==> src/rtl/sl_pkg.sv <==
// Shared types and constants for the SL receiver.
// Line symbols are {zeroes, ones}, both active low.
package sl_pkg;

    localparam int SL_DATA_W = 32;

    typedef enum logic [1:0] {
        S_IDLE,
        S_GAP,
        S_STROBE,
        S_RELEASE
    } sl_state_e;

    localparam int ERR_LEN = 0;
    localparam int ERR_PAR = 1;
    localparam int ERR_TMO = 2;

    localparam logic [1:0] SYM_IDLE = 2'b11;
    localparam logic [1:0] SYM_ZERO = 2'b01;
    localparam logic [1:0] SYM_ONE  = 2'b10;
    localparam logic [1:0] SYM_STOP = 2'b00;

    typedef struct packed {
        logic [2:0]           err;
        logic [SL_DATA_W-1:0] data;
    } sl_entry_t;

endpackage

==> src/rtl/sl_rx_fifo_if.sv <==
// Read-side valid/ready port of the SL receive FIFO.
// master = FIFO side, slave = consumer (APB bridge / DMA).
interface sl_rx_fifo_if
    import sl_pkg::*;
#(
    parameter int DATA_W = SL_DATA_W
);
    logic              rd_valid;
    logic              rd_ready;
    logic [DATA_W-1:0] rd_data;
    logic [2:0]        rd_err;

    modport master (
        output rd_valid, rd_data, rd_err,
        input  rd_ready
    );

    modport slave (
        input  rd_valid, rd_data, rd_err,
        output rd_ready
    );
endinterface

==> src/rtl/sl_sync_fifo.sv <==
// Generic synchronous first-word-fall-through FIFO.
// Head word is 0 when empty; ovf pulses when a push is dropped.
module sl_sync_fifo #(
    parameter int WIDTH = 8,
    parameter int DEPTH = 8
) (
    input  logic                     clk,
    input  logic                     rst,
    input  logic                     wr_en,
    input  logic [WIDTH-1:0]         wr_data,
    input  logic                     rd_en,
    output logic [WIDTH-1:0]         rd_data,
    output logic [$clog2(DEPTH):0]   count,
    output logic                     empty,
    output logic                     ovf
);
    localparam int AW = $clog2(DEPTH);

    logic [WIDTH-1:0] mem [DEPTH];
    logic [AW-1:0]    wr_ptr;
    logic [AW-1:0]    rd_ptr;
    logic             full;
    logic             do_wr;
    logic             do_rd;

    assign empty = count == '0;
    assign full  = count == (AW+1)'(DEPTH);
    assign do_rd = rd_en & ~empty;
    // A pop in the same cycle frees the slot for a push into a full FIFO
    assign do_wr = wr_en & (~full | do_rd);
    assign ovf   = wr_en & full & ~do_rd;

    assign rd_data = empty ? '0 : mem[rd_ptr];

    always_ff @(posedge clk) begin
        if (rst) begin
            wr_ptr <= '0;
            rd_ptr <= '0;
            count  <= '0;
        end else begin
            if (do_wr) wr_ptr <= wr_ptr + 1'b1;
            if (do_rd) rd_ptr <= rd_ptr + 1'b1;
            count <= count + (AW+1)'(do_wr) - (AW+1)'(do_rd);
        end
    end

    always_ff @(posedge clk) begin
        if (do_wr) mem[wr_ptr] <= wr_data;
    end

endmodule

==> src/rtl/sl_rx_fifo.sv <==
// SL receiver: decodes the two-wire active-low line into words
// with {timeout, parity, length} flags and queues them in a FIFO.
module sl_rx_fifo
    import sl_pkg::*;
#(
    parameter int DATA_W      = SL_DATA_W,
    parameter int FIFO_DEPTH  = 8,
    parameter int STROBE_POS  = 8,
    parameter int TIMEOUT     = 255,
    parameter int SYNC_STAGES = 2
) (
    input  logic                          clk,
    input  logic                          rst,
    input  logic                          serial_line_zeroes_a,
    input  logic                          serial_line_ones_a,
    input  logic                          cfg_enable,
    input  logic [5:0]                    cfg_word_len,
    input  logic                          cfg_parity_en,
    sl_rx_fifo_if.master                  rd,
    output logic [$clog2(FIFO_DEPTH):0]   fifo_count,
    output logic                          rx_busy,
    output logic                          ovf_flag,
    input  logic                          ovf_clr
);
    localparam int CW = $clog2(TIMEOUT + STROBE_POS + 2);

    logic [SYNC_STAGES-1:0] sync_z;
    logic [SYNC_STAGES-1:0] sync_o;
    logic [1:0]             line;
    logic [1:0]             line_q;
    logic                   fall;

    sl_state_e         state, state_n;
    logic [CW-1:0]     cnt, cnt_n;
    logic [CW-1:0]     gap_cnt, gap_n;
    logic [6:0]        bit_cnt, bits_n;
    logic [DATA_W-1:0] data_q, data_n;
    logic              par_acc, par_n;
    logic              word_open, open_n;
    logic [5:0]        len_q, len_n;
    logic              pen_q, pen_n;
    logic              push_q, push_n;
    sl_entry_t         entry_q, entry_n;
    logic [6:0]        exp_bits;
    logic              bit_v;

    sl_entry_t         head;
    logic              fifo_empty;
    logic              fifo_ovf;

    assign line = {sync_z[SYNC_STAGES-1], sync_o[SYNC_STAGES-1]};
    assign fall = |(line_q & ~line);

    always_ff @(posedge clk) begin
        if (rst) begin
            sync_z <= '1;
            sync_o <= '1;
            line_q <= SYM_IDLE;
        end else begin
            sync_z <= {sync_z[SYNC_STAGES-2:0], serial_line_zeroes_a};
            sync_o <= {sync_o[SYNC_STAGES-2:0], serial_line_ones_a};
            line_q <= line;
        end
    end

    always_ff @(posedge clk) begin
        if (rst) begin
            state     <= S_IDLE;
            cnt       <= '0;
            gap_cnt   <= '0;
            bit_cnt   <= '0;
            data_q    <= '0;
            par_acc   <= 1'b0;
            word_open <= 1'b0;
            len_q     <= '0;
            pen_q     <= 1'b0;
            push_q    <= 1'b0;
            entry_q   <= '0;
        end else begin
            state     <= state_n;
            cnt       <= cnt_n;
            gap_cnt   <= gap_n;
            bit_cnt   <= bits_n;
            data_q    <= data_n;
            par_acc   <= par_n;
            word_open <= open_n;
            len_q     <= len_n;
            pen_q     <= pen_n;
            push_q    <= push_n;
            entry_q   <= entry_n;
        end
    end

    always_comb begin
        state_n  = state;
        cnt_n    = cnt;
        gap_n    = gap_cnt;
        bits_n   = bit_cnt;
        data_n   = data_q;
        par_n    = par_acc;
        open_n   = word_open;
        len_n    = len_q;
        pen_n    = pen_q;
        push_n   = 1'b0;
        entry_n  = '0;
        exp_bits = 7'(len_q) + 7'(pen_q);
        bit_v    = line == SYM_ONE;

        unique case (state)
            S_IDLE: begin
                if (fall) begin
                    state_n = S_STROBE;
                    cnt_n   = '0;
                    gap_n   = '0;
                    bits_n  = '0;
                    data_n  = '0;
                    par_n   = 1'b0;
                    len_n   = cfg_word_len;
                    pen_n   = cfg_parity_en;
                end
            end
            S_GAP: begin
                gap_n = gap_cnt + 1'b1;
                if (fall) begin
                    state_n = S_STROBE;
                    cnt_n   = '0;
                end else if (gap_cnt >= CW'(TIMEOUT)) begin
                    state_n              = S_IDLE;
                    open_n               = 1'b0;
                    push_n               = 1'b1;
                    entry_n.data         = SL_DATA_W'(data_q);
                    entry_n.err[ERR_TMO] = 1'b1;
                end
            end
            S_STROBE: begin
                cnt_n = cnt + 1'b1;
                gap_n = gap_cnt + 1'b1;
                if (line == SYM_IDLE) begin
                    // Pulse too short to be a symbol; gap keeps counting
                    state_n = word_open ? S_GAP : S_IDLE;
                end else if (cnt_n == CW'(STROBE_POS)) begin
                    state_n = S_RELEASE;
                    cnt_n   = '0;
                    if (line == SYM_STOP) begin
                        open_n               = 1'b0;
                        push_n               = 1'b1;
                        entry_n.data         = SL_DATA_W'(data_q);
                        entry_n.err[ERR_LEN] = bit_cnt != exp_bits;
                        entry_n.err[ERR_PAR] = pen_q & ~par_acc;
                    end else begin
                        open_n = 1'b1;
                        for (int i = 0; i < DATA_W; i++) begin
                            if (bit_cnt == 7'(i) && bit_cnt < 7'(len_q))
                                data_n[i] = bit_v;
                        end
                        if (bit_cnt < exp_bits) par_n = par_acc ^ bit_v;
                        if (bit_cnt != '1) bits_n = bit_cnt + 1'b1;
                    end
                end
            end
            S_RELEASE: begin
                if (line == SYM_IDLE) begin
                    state_n = word_open ? S_GAP : S_IDLE;
                    cnt_n   = '0;
                    gap_n   = '0;
                end else if (cnt >= CW'(TIMEOUT)) begin
                    // Stuck low: close the word once, then wait for idle
                    open_n = 1'b0;
                    if (word_open) begin
                        push_n               = 1'b1;
                        entry_n.data         = SL_DATA_W'(data_q);
                        entry_n.err[ERR_TMO] = 1'b1;
                    end
                end else begin
                    cnt_n = cnt + 1'b1;
                end
            end
            default: state_n = S_IDLE;
        endcase

        if (!cfg_enable) begin
            state_n = S_IDLE;
            open_n  = 1'b0;
            push_n  = 1'b0;
        end
    end

    sl_sync_fifo #(
        .WIDTH ($bits(sl_entry_t)),
        .DEPTH (FIFO_DEPTH)
    ) u_fifo (
        .clk     (clk),
        .rst     (rst),
        .wr_en   (push_q),
        .wr_data (entry_q),
        .rd_en   (rd.rd_ready),
        .rd_data (head),
        .count   (fifo_count),
        .empty   (fifo_empty),
        .ovf     (fifo_ovf)
    );

    assign rd.rd_valid = ~fifo_empty;
    assign rd.rd_data  = head.data[DATA_W-1:0];
    assign rd.rd_err   = head.err;
    assign rx_busy     = state != S_IDLE;

    always_ff @(posedge clk) begin
        if (rst)           ovf_flag <= 1'b0;
        else if (fifo_ovf) ovf_flag <= 1'b1;
        else if (ovf_clr)  ovf_flag <= 1'b0;
    end

endmodule

==> src/flat_wrapper.sv <==
// flat-port wrapper written by rule: the top's interface ports become plain ports
module sl_rx_fifo_flat import sl_pkg::*;
#(
    parameter int DATA_W      = SL_DATA_W,
    parameter int FIFO_DEPTH  = 8,
    parameter int STROBE_POS  = 8,
    parameter int TIMEOUT     = 255,
    parameter int SYNC_STAGES = 2
)
  (clk, rst, serial_line_zeroes_a, serial_line_ones_a, cfg_enable, cfg_word_len, cfg_parity_en, fifo_count, rx_busy, ovf_flag, ovf_clr, rd_rd_valid, rd_rd_data, rd_rd_err, rd_rd_ready);
  sl_rx_fifo_if #(.DATA_W(DATA_W)) rd_i ();
  input  logic clk;
  input  logic rst;
  input  logic serial_line_zeroes_a;
  input  logic serial_line_ones_a;
  input  logic cfg_enable;
  input  logic [5:0] cfg_word_len;
  input  logic cfg_parity_en;
  output logic [$clog2(FIFO_DEPTH):0] fifo_count;
  output logic rx_busy;
  output logic ovf_flag;
  input  logic ovf_clr;
  output wire logic [$bits(rd_i.rd_valid)-1:0] rd_rd_valid;
  output wire logic [$bits(rd_i.rd_data)-1:0] rd_rd_data;
  output wire logic [$bits(rd_i.rd_err)-1:0] rd_rd_err;
  input wire logic [$bits(rd_i.rd_ready)-1:0] rd_rd_ready;
  assign rd_rd_valid = rd_i.rd_valid;
  assign rd_rd_data = rd_i.rd_data;
  assign rd_rd_err = rd_i.rd_err;
  assign rd_i.rd_ready = rd_rd_ready;
  sl_rx_fifo #(.DATA_W(DATA_W), .FIFO_DEPTH(FIFO_DEPTH), .STROBE_POS(STROBE_POS), .TIMEOUT(TIMEOUT), .SYNC_STAGES(SYNC_STAGES)) u_core (.clk(clk), .rst(rst), .serial_line_zeroes_a(serial_line_zeroes_a), .serial_line_ones_a(serial_line_ones_a), .cfg_enable(cfg_enable), .cfg_word_len(cfg_word_len), .cfg_parity_en(cfg_parity_en), .rd(rd_i), .fifo_count(fifo_count), .rx_busy(rx_busy), .ovf_flag(ovf_flag), .ovf_clr(ovf_clr));
endmodule
==> config.mk <==
export PLATFORM = sky130hd
export DESIGN_NAME = sl_rx_fifo_flat
export DESIGN_NICKNAME = d
export VERILOG_FILES = /design/src/rtl/sl_pkg.sv /design/src/rtl/sl_rx_fifo_if.sv /design/src/rtl/sl_sync_fifo.sv /design/src/rtl/sl_rx_fifo.sv /design/src/flat_wrapper.sv
export SDC_FILE = /design/constraint.sdc
export NUM_CORES = 1
export LEC_CHECK = 0
export CORE_MARGIN = 2
export CORE_UTILIZATION = 55
export DETAILED_ROUTE_END_ITERATION = 8
export PLACE_DENSITY = 0.73
export SYNTH_ARGS = -nofsm -noshare
export SYNTH_HDL_FRONTEND = slang
export SYNTH_SLANG_ARGS = --single-unit
==> constraint.sdc <==
create_clock -name clk -period 5.9 [get_ports clk]
set_input_delay 1.18 -clock clk [delete_from_list [all_inputs] [get_ports clk]]
set_output_delay 1.18 -clock clk [all_outputs]
set_load 0.02 [all_outputs]
== Yosys cells after proc, flatten, opt, wreduce, memory -nomap -nowiden ==
Memories as Yosys holds them, arrays and structs flattened. A register that Yosys moved wholly into a read port is not among the register bits.
Index checks and enable logic that the tools add are counted.

* Register bits after elaboration: 121
* Bits of input ports: 14
* Output and inout port bits: 42
* Memories: 1
* Bits in writable memories: 280

{| class="wikitable"
|+ Memory list
! memory !! depth !! bits a word !! read ports !! clocked after memory_dff !! write ports !! RTL line !! RTL
|-
| u_core.u_fifo.mem || 8 || 35 || 1 || 1 || 1 || sl_sync_fifo.sv:19 || <nowiki>logic [WIDTH-1:0] mem [DEPTH];</nowiki>
|}

* Mux-type cells: 99
* Add/subtract/negate cells: 8
* Order comparisons: 4
* Equal/unequal tests: 87
* Bitwise gates (word level): 17
* Reduce and logical (&&, ||, !) cells: 84

{| class="wikitable"
|+ Operator list
! cell !! number
|-
| 2-to-1 mux 32 bit || 12
|-
| AND reduction 6 bit || 34
|-
| equality test 7 x 5 -> 1 bit, second input constant || 16
|-
| case mux 32 bit (3 select lines) || 1
|-
| inequality test 2 x 1 -> 1 bit, second input constant || 40
|-
| case mux 32 bit (2 select lines) || 1
|-
| 2-to-1 mux 1 bit || 57
|-
| equality test 7 x 4 -> 1 bit, second input constant || 8
|-
| 2-to-1 mux 9 bit || 6
|-
| case mux 9 bit (3 select lines) || 2
|-
| 2-to-1 mux 35 bit || 1
|-
| 2-to-1 mux 7 bit || 5
|-
| logical AND 1 bit || 32
|-
| equality test 7 x 3 -> 1 bit, second input constant || 4
|-
| adder 9 x 1 -> 9 bit, second input constant || 2
|-
| >= comparator 9 x 8 -> 1 bit, second input constant || 2
|-
| equality test 7 x 2 -> 1 bit, second input constant || 2
|-
| case mux 7 bit (2 select lines) || 1
|-
| 2-to-1 mux 2 bit || 6
|-
| equality test 9 x 4 -> 1 bit, second input constant || 1
|-
| equality test 2 bit, second input constant || 4
|-
| inequality test 2 bit, second input constant || 4
|-
| NOT 1 bit || 8
|-
| case mux 2 bit (4 select lines) || 1
|-
| 32 further kinds || 49
|}

== Depth between registers and ports, before layout ==
Gate-level depths: netlist of run 1.

* Word-level depth: 7
* Depth in mapped cells: 14

== Cells and area by module ==
Synthesis of run 1 repeated with hierarchy kept, for this count alone.

* Cells, all modules: 1096
* Area, all modules: 16488.3 µm²

{| class="wikitable"
|+ Modules (own cells, without submodules)
! module !! area each (µm²) !! times used !! cells an instance
|-
| sl_sync_fifo || 11210.8 || 1 || 496
|-
| sl_rx_fifo || 5277.6 || 1 || 600
|}

== Worst setup path before layout of run 1 ==
No wires, ideal clock.

* Path kind: input-to-reg
* Start point: input rd_rd_ready
* End point: memory u_core.u_fifo.mem[0][0] in the netlist's numbering, enable pin
* Path buffers: 0
* Library setup time: 0.471 ns
* Path slack: 1.395 ns
* Required time: 5.429 ns
* Stages on the path: 5
* Arrival time: 4.034 ns
* Path through: nand2b_1 > nand3_1 > and2_1 > nand2b_1 > nor3_1

* Cells in the longest elaborated chain, start to end: 5

{| class="wikitable"
|+ RTL lines
! element !! RTL line !! RTL
|-
| start: declaration || flat_wrapper.sv:26 || <nowiki>input wire logic [$bits(rd_i.rd_ready)-1:0] rd_rd_ready;</nowiki>
|-
| bitwise AND 1 bit || sl_sync_fifo.sv:28 || <nowiki>assign do_rd = rd_en & ~empty;</nowiki>
|-
| bitwise OR 1 bit || sl_sync_fifo.sv:30 || <nowiki>assign do_wr = wr_en & (~full | do_rd);</nowiki>
|-
| bitwise AND 1 bit || sl_sync_fifo.sv:30 ||
|-
| 2-to-1 mux 1 bit || sl_sync_fifo.sv:48 || <nowiki>if (do_wr) mem[wr_ptr] <= wr_data;</nowiki>
|-
| 2-to-1 mux 1 bit (not written as such) || sl_sync_fifo.sv:48 ||
|-
| end: declaration || sl_sync_fifo.sv:19 ||
|}

Every way passes these cells.

==> metrics.yaml, run 1 <==
vias: 8836
start_util_pct: 55.4
leakage_nw: 6.12
switching_share_pct: 27.1
place_inst: 1448
crit_family: "buffers and inverters"
min_to: "u_core.sync_z[1]"
design.die.area_um2: 31000
clkPwrFrac_pct: 32.6
synth_largest_area_cell: "edfxtp_1"
r2r_slack_ns: 2.65
crit_buf_inv: 2
num-nets-final: 1150
grt_pass1_vias: 8869
finalSetupViolCount: 0
syn_nets: 1092
status: "completed"
grtUsageTotal_pct: 20.5
gr-total-overflow: 0
power.total_mw: 7.34
reg2reg_depth: 8
cts_tree: "yes"
finalWeightedCongestion: 0.798
p_sw_mw: 1.99
viasPerCell: 5.81
r2r-start: "u_core.cnt[0]"
yosysWarnings: 0
synth_edf_count: 280
grt_pass1_wl_mm: 49.1
hold_viol_final: 0
drc: 0
ys.flop_type: "edfxtp_1"
fin_setup_tns_ns: 0
root_buffer: "clkbuf_16"
antenna_found_initial: 0
cap_violations: 0
r2r_end: "u_core.data_q[25]"
tightest_slew_ns: 1.20
post_cts_buffers: 0
drt_iter0_markers: 694
finalCriticalPeriod_ns: 4.24
critical_path_required_ns: 4.72
postSynthAreaPerCell_um2: 15.6
synth_cell_types: 64
clk_pin_slew_ns: 0.06
routedWlPerCell_um: 20.1
ant_nets: 0
die_h_um: 176
crit_fanout: 45
n_fill_cell: 2108
postCtsHoldBufs: 0
ys_seq_area_share_pct: 66.8
min_path_type: "reg2reg"
drt-pass1-iter-count: 8
period_share_pct: 71.9
layout-drive-gt1-share_pct: 17.0
worst_setup_path_start_kind: "register"
synth.most_common_cell: "edfxtp_1"
port_buffers: 55
cts_made_buffers: 40
crit_chain: "buf_12, mux4_2, mux2i_1, nor2_1, clkdlybuf4s50_1"
synthTopCellsByArea: "edfxtp_1 52%, dfxtp_1 15%, mux4_2 9.7%"
hold_slack_ns: 0.406
n_antenna_cell: 0
ys_top_cells_by_count: "280 x edfxtp_1, 124 x dfxtp_1, 88 x nor2_1"
power_density_nw_per_um2: 396
cts.sinks: 404
fin_cells: 1522
htree_levels: 2
finClkSkew_ns: 0.0140
grt_max_degree: 47
power.internal_mw: 5.35
slew_viol_final: 0
insertion_delay_ns: 0.54
cts_max_path_buffers: 3
rsz0062_at_grt: "false"
worstSetupEndpointType: "primary output"
ys_async_sr_fraction_pct: 0
worstPathArrival_ns: 3.06
ioPinCount: 56
synth_top_area_share_pct: 51.6
p_comb_share_pct: 24.9
holdCritStartpoint: "u_core.sync_z[0]"
core_area_um2: 29400
min_path_cells: 1
areaGrowthSynthToFinish_pct: 13.9
syn_area_um2: 16300
slew_headroom_pct: 20.1
cp_slowest_cell: "dfxtp_4"
dpl.hpwl_mm: 18.5
dieWidth_um: 176
path_class: "reg2out"
rows: 63
cts_resized: 0
pwr-share-seq_pct: 42.5
fmax_mhz: 236
peakVddDrop_mv: 0.256
synth_seq_cells: 404
finalWirelength_mm: 30.5
synthCells: 1042
slowest_delay_ns: 0.71
[worst max-delay path by stage]
stage	endpoint	slack [ns]	cells after the start
floorplan	u_core.u_fifo.mem[0][0]	1.40	5
global placement	u_core.u_fifo.mem[7][21]	2.06	7
detailed placement	u_core.u_fifo.mem[7][24]	2.03	7
CTS	rd_rd_data[0]	1.53	5
global route	rd_rd_data[17]	1.45	5
finish	rd_rd_data[0]	1.66	5
[power by group through the flow]
stage	logic, mW	clock network [mW]	registers (mW)
after detailed placement	1.86	0	3.18
after global routing	1.97	2.54	3.13
final	1.83	2.40	3.12
after floorplan	1.24	0	3.12
after CTS	1.87	2.44	3.12
after global placement	1.84	0	3.18
[through the flow]
step	cell area (um^2)	util (%)	setup slack, ns
after CTS	18600	63.1	1.53
after detailed placement	17300	58.8	2.03
after global routing	18600	63.1	1.45
after floorplan	16300	-	1.40
after global placement	17300	58.8	2.06
final	18600	63.1	1.66
[sequential cells by signal, summed over array words and instances (netlist names), 3 cells and up, named ones only]
register and count:
u_core.u_fifo.mem 280, u_core.entry_q 35, u_core.data_q 32, u_core.cnt 9
u_core.gap_cnt 9, u_core.bit_cnt 7, u_core.len_q 6, u_core.u_fifo.count 4
u_core.u_fifo.rd_ptr 3, u_core.u_fifo.wr_ptr 3
[layout by cell type, fill, tap and decap left out, types with 9 or more instances in the layout]
cell type        count
a21o_1               9
a21oi_1             14
and2_1              36
and3_1              10
buf_4               16
clkbuf_1            10
clkbuf_16           42
clkdlybuf4s50_1     54
clkinv_2             9
dfxtp_1            121
edfxtp_1           280
ha_1                35
inv_1               29
mux2i_1             46
mux4_2              70
nand2_1             24
nand2b_1            14
nand3_1             18
nand4_1             13
nor2_1              81
o211ai_1            32
o31ai_1             25
xnor2_1             10
[cells by family after synthesis]
kind of cell | synth area share, %
buffers and inverters | 2.16
adder cells (fa/ha/maj) | 2.81
multiplexers | 12.7
AO/OA/AOI/OAI | 6.53
AND/OR/NAND/NOR | 8.08
XOR/XNOR | 0.967
flip-flops | 66.8
[metal layers]
metal | global-route usage [%] | up-vias | routed length [um]
met5 | 0 | - | 0
met4 | 5.37 | 0 | 637
met3 | 2.71 | 47 | 1230
met2 | 34.7 | 193 | 15300
met1 | 28.2 | 4469 | 13300
li1 | - | 4127 | -
[worst register-to-register path, delay by kind of cell, from the launching register on]
family,cells,cell delay (ns)
flip-flops,1,0.35
AND/OR/NAND/NOR,3,1.11
adder cells (fa/ha/maj),2,0.60
AO/OA/AOI/OAI,3,1.04
[area by class of cell]
| class | instances | area (um^2) | share of cell area (%) |
|---|---|---|---|
| clock inverters | 19 | 129 | 0.694 |
| inverters | 29 | 109 | 0.587 |
| clock buffers | 55 | 1130 | 6.09 |
| well taps | 390 | 488 | 2.63 |
| flip-flops and latches | 404 | 10900 | 58.7 |
| multi-input cells | 553 | 5120 | 27.6 |
| repair buffers | 72 | 686 | 3.69 |
Note: power is estimated with default switching activity, not from simulation.
==> run 2: changes to the inputs <==
==> constraint.sdc (replaced) <==
create_clock -name clk -period 4.45 [get_ports clk]
set_input_delay 0.89 -clock clk [delete_from_list [all_inputs] [get_ports clk]]
set_output_delay 0.89 -clock clk [all_outputs]
set_load 0.02 [all_outputs]
==> run 2 against run 1 <==
Final cell count is 0.39% higher. Via count is 0.87% lower. Design area is 1.2% higher. Register-to-register slack worse by 1.5 ns. Die area stayed put. Sequential cell count stayed put. Setup slack worse by 1.0 ns. Combinational power is 31% higher. Sequential share of layout area is 0.70 points lower. Utilization is 0.77 points higher. Global-route usage is 0.36 points lower. Wire length is 0.84% lower.
==> metrics.yaml, run 2 (synthesized netlist as in run 1, its figures left out) <==
finalCriticalPeriod_ns: 3.81
cts_max_path_buffers: 3
power.total_mw: 10.0
layout-drive-gt1-share_pct: 17.7
dieWidth_um: 176
cp_slowest_cell: "dfxtp_4"
grt_pass1_wl_mm: 48.2
reg2reg_depth: 8
setup.worst_path.end: "rd_rd_data[1]"
postCtsHoldBufs: 0
fmax_mhz: 263
grt_pass1_vias: 8763
grtUsageTotal_pct: 20.1
min_path_type: "reg2reg"
worstPathArrival_ns: 2.92
clk_pin_slew_ns: 0.06
areaGrowthSynthToFinish_pct: 15.2
drt-pass1-iter-count: 5
ant_nets: 0
leakage_nw: 6.48
crit_chain: "buf_12, mux4_2, mux2i_1, nor2_1, clkdlybuf4s50_1"
die_h_um: 176
hold_viol_final: 0
cts.sinks: 404
routedWlPerCell_um: 19.8
slew_headroom_pct: 36.7
viasPerCell: 5.73
finalSetupViolCount: 0
finalWeightedCongestion: 0.793
n_antenna_cell: 0
regMostFlops: "u_core.u_fifo.mem"
crit_fanout: 42
r2r_slack_ns: 1.19
largest_register_ff_count: 280
peakVddDrop_mv: 0.325
rsz0062_at_grt: "false"
n_fill_cell: 2090
final_common_cell: "edfxtp_1"
start_util_pct: 55.4
finalWirelength_mm: 30.3
antenna_found_initial: 0
power_density_nw_per_um2: 534
vias: 8759
fin_setup_tns_ns: 0
slowest_delay_ns: 0.59
dpl.hpwl_mm: 18.1
r2r_end: "u_core.data_q[8]"
cts_made_buffers: 40
finClkSkew_ns: 0.0203
insertion_delay_ns: 0.55
worstSetupEndpointType: "primary output"
root_buffer: "clkbuf_16"
r2r-start: "u_core.cnt[0]"
cts_resized: 0
drt_iter0_markers: 650
core_area_um2: 29400
tightest_slew_ns: 0.950
reg_top3: "u_core.u_fifo.mem x280, u_core.entry_q x35, u_core.data_q x32"
hold_slack_ns: 0.408
grt_max_degree: 47
gr-total-overflow: 0
htree_levels: 2
status: "completed"
slew_viol_final: 0
num-nets-final: 1156
drc: 0
ioPinCount: 56
cap_violations: 0
layout_common_cells: "280 x edfxtp_1, 121 x dfxtp_1, 81 x nor2_1"
design.die.area_um2: 31000
port_buffers: 55
period_share_pct: 85.5
critical_path_required_ns: 3.56
path_class: "reg2out"
rows: 63
cts_tree: "yes"
worst_setup_path_start_kind: "register"
post_cts_buffers: 0
## run 2: changes by cell type in the layout (fill, tap and decap cells not counted)
| cell | previous run | this run |
|---|---|---|
| buf_4 | 16 | 21 |
| inv_6 | 1 | 0 |
| bufinv_16 | 0 | 4 |
| clkinv_1 | 5 | 6 |
| clkbuf_1 | 10 | 7 |
| buf_12 | 1 | 2 |
| clkbuf_8 | 3 | 4 |
| clkbuf_16 | 42 | 45 |
| clkinv_2 | 9 | 4 |
## run 2: per-stage QoR
stage / setup WS [ns] / area, um^2 / utilization (%) / instances
6_report: 0.643 / 18800 / 63.9 / 1528
2_1_floorplan: 0.235 / 16300 / - / 1042
3_5_place_dp: 1.17 / 17400 / 59.0 / 1454
4_1_cts: 0.574 / 18800 / 63.9 / 1528
5_1_grt: 0.466 / 18800 / 63.9 / 1528
3_3_place_gp: 1.15 / 17400 / 59.0 / 1454
## run 2: worst min path at each step
stage	slack, ns	cells past startpoint	end	from
5_1_grt	0.43	1	u_core.sync_o[1]	u_core.sync_o[0]
3_5_place_dp	0.40	1	u_core.sync_o[1]	u_core.sync_o[0]
6_report	0.41	1	u_core.sync_o[1]	u_core.sync_o[0]
4_1_cts	0.41	1	u_core.sync_o[1]	u_core.sync_o[0]
3_3_place_gp	0.39	1	u_core.sync_o[1]	u_core.sync_o[0]
2_1_floorplan	0.39	1	u_core.sync_o[1]	u_core.sync_o[0]
## run 2: cell type report
| class | count | area (um^2) | area share [%] |
|---|---|---|---|
| sequential | 404 | 10900 | 58.0 |
| tap | 390 | 488 | 2.60 |
| inverter | 29 | 109 | 0.580 |
| clock inverter | 18 | 219 | 1.17 |
| clock buffer | 56 | 1210 | 6.43 |
| multi-input combinational | 553 | 5120 | 27.3 |
| timing repair buffer | 78 | 743 | 3.96 |
## run 2: power breakdown
part           internal, mW  switching, mW
logic                  1.23           1.16
registers              4.01          0.100
clock network          2.15           1.38
## run 2: per-layer routing
layer	global-route usage, %	routed length, um	up-vias
li1	-	-	4144
met1	27.5	13400	4388
met2	34.0	15100	179
met3	2.93	1110	48
met4	5.72	648	0
met5	0	0	-
## run 2: worst max-delay path: cells and delay by family (launching register included)
kind,cells,cell delay (ns)
buffers and inverters,2,0.95
flip-flops,1,0.59
multiplexers,2,0.73
AND/OR/NAND/NOR,1,0.08
==> run 3: changes to the inputs <==
--- a/config.mk
+++ b/config.mk
@@ -8,7 +8,8 @@
 export CORE_MARGIN = 2
 export CORE_UTILIZATION = 55
 export DETAILED_ROUTE_END_ITERATION = 8
-export PLACE_DENSITY = 0.73
+export PLACE_DENSITY = 0.75
+export RECOVER_POWER = 50
 export SYNTH_ARGS = -nofsm -noshare
 export SYNTH_HDL_FRONTEND = slang
 export SYNTH_SLANG_ARGS = --single-unit
==> run 3 against run 2 <==
The run now ends with max-capacitance violations, max-slew violations left. Clock power fell by 6.2%. Maximum frequency rose by 2.0%. Sequential cell count did not move. Combinational power barely moved. Die area did not move.
==> metrics.yaml, run 3 (synthesized netlist as in run 1, its figures left out) <==
postCtsHoldBufs: 0
p_comb_share_pct: 24.4
multi_input_area_um2: 5120
grt_pass1_wl_mm: 48.5
final_common_cell: "edfxtp_1"
areaGrowthSynthToFinish_pct: 14.5
violations: "max-capacitance violations, max-slew violations"
finalSetupViolCount: 0
antenna_found_initial: 0
cts_resized: 0
drt-pass1-iter-count: 5
crit_fanout: 40
leakage_nw: 6.39
ioPinCount: 56
place_area_um2: 17400
cts_tree: "yes"
grt_pass1_vias: 9070
grtUsageTotal_pct: 20.1
n_antenna_cell: 0
root_buffer: "clkbuf_16"
gr-total-overflow: 0
drc: 0
htree_levels: 2
ant_nets: 0
die_h_um: 176
tightest_slew_ns: 2.03
vias: 8804
hold_viol_final: 0
num-nets-final: 1155
fin_setup_tns_ns: 0
power.internal_mw: 7.17
reg2reg_depth: 8
slew_viol_final: 47
rows: 63
drt_iter0_markers: 735
dpl.hpwl_mm: 18.7
layout_common_cells: "280 x edfxtp_1, 121 x dfxtp_1, 81 x nor2_1"
design.die.area_um2: 31000
finalCriticalPeriod_ns: 3.73
clk_pin_slew_ns: 0.06
regArea_um2: 10900
critical_path_required_ns: 3.56
pwr-share-seq_pct: 41.7
rsz0062_at_grt: "false"
post_cts_buffers: 0
status: "finished with violations"
power.total_mw: 9.77
routedWlPerCell_um: 19.8
peakVddDrop_mv: 0.382
layout-drive-gt1-share_pct: 16.6
cap_violations: 1
switching_share_pct: 26.6
stdcell_area_um2: 18700
min_path_cells: 1
viasPerCell: 5.77
insertion_delay_ns: 0.53
holdCritStartpoint: "u_core.sync_z[0]"
cts.sinks: 404
finClkSkew_ns: 0.0136
r2r-start: "u_core.cnt[0]"
worstPathArrival_ns: 2.84
reg_top3: "u_core.u_fifo.mem x280, u_core.entry_q x35, u_core.data_q x32"
slew_headroom_pct: -35.3
worst_setup_path_start_kind: "register"
port_buffers: 55
cts_made_buffers: 41
fmax_mhz: 268
core_area_um2: 29400
grt_max_degree: 71
clkPwrFrac_pct: 33.9
p_sw_mw: 2.60
path_class: "reg2out"
period_share_pct: 83.9
dieWidth_um: 176
finalWirelength_mm: 30.3
cts_max_path_buffers: 3
largest_register_ff_count: 280
start_util_pct: 55.4
regMostFlops: "u_core.u_fifo.mem"
min_path_type: "reg2reg"
power_density_nw_per_um2: 524
n_fill_cell: 2096
worstSetupEndpointType: "primary output"
finalWeightedCongestion: 0.787
-- run 3: per-layer routing --
| layer | wire [um] | up-vias | GRT usage, % |
|---|---|---|---|
| li1 | - | 4134 | - |
| met1 | 13100 | 4415 | 26.9 |
| met2 | 15100 | 198 | 34.2 |
| met3 | 1230 | 57 | 2.97 |
| met4 | 802 | 0 | 6.37 |
| met5 | 0 | - | 0 |
-- run 3: area by class of cell --
cell class | count | area share (%)
Clock buffer | 58 | 6.06
Clock inverter | 17 | 0.919
Inverter | 29 | 0.583
Multi-Input combinational cell | 553 | 27.4
Sequential cell | 404 | 58.4
Tap cell | 390 | 2.62
Timing Repair Buffer | 76 | 3.97
-- run 3: final timing paths --
| kind | to | slack [ns] |
|---|---|---|
| setup / recovery | rd_rd_data[15] | 0.72 |
| hold / removal | u_core.sync_z[1] | 0.41 |
| setup reg to reg | u_core.data_q[19] | 1.23 |
| hold reg to reg | u_core.sync_z[1] | 0.41 |
-- run 3: power by group through the flow --
stage	Sequential, mW	Combinational (mW)	Clock (mW)
after CTS	4.08	2.43	3.37
after global routing	4.09	2.57	3.51
after floorplan	4.13	1.55	0
after global placement	4.15	2.39	0
final	4.07	2.38	3.31
after detailed placement	4.16	2.42	0
-- run 3: worst max-delay path, stage by stage, from the launching register on --
cell	delay, ns
dfxtp_4	0.51
buf_12	0.33
mux4_2	0.54
mux2i_1	0.28
nor2_1	0.07
clkdlybuf4s50_1	0.55
-- run 3: metrics by stage --
| stage | instances | hold slack, ns | utilization, % | setup slack (ns) |
|---|---|---|---|---|
| 2_1_floorplan | 1042 | 0.389 | - | 0.235 |
| 3_3_place_gp | 1452 | 0.394 | 59.1 | 1.13 |
| 3_5_place_dp | 1452 | 0.395 | 59.1 | 1.04 |
| 4_1_cts | 1527 | 0.409 | 63.5 | 0.663 |
| 5_1_grt | 1527 | 0.420 | 63.4 | 0.552 |
| 6_report | 1527 | 0.407 | 63.4 | 0.717 |
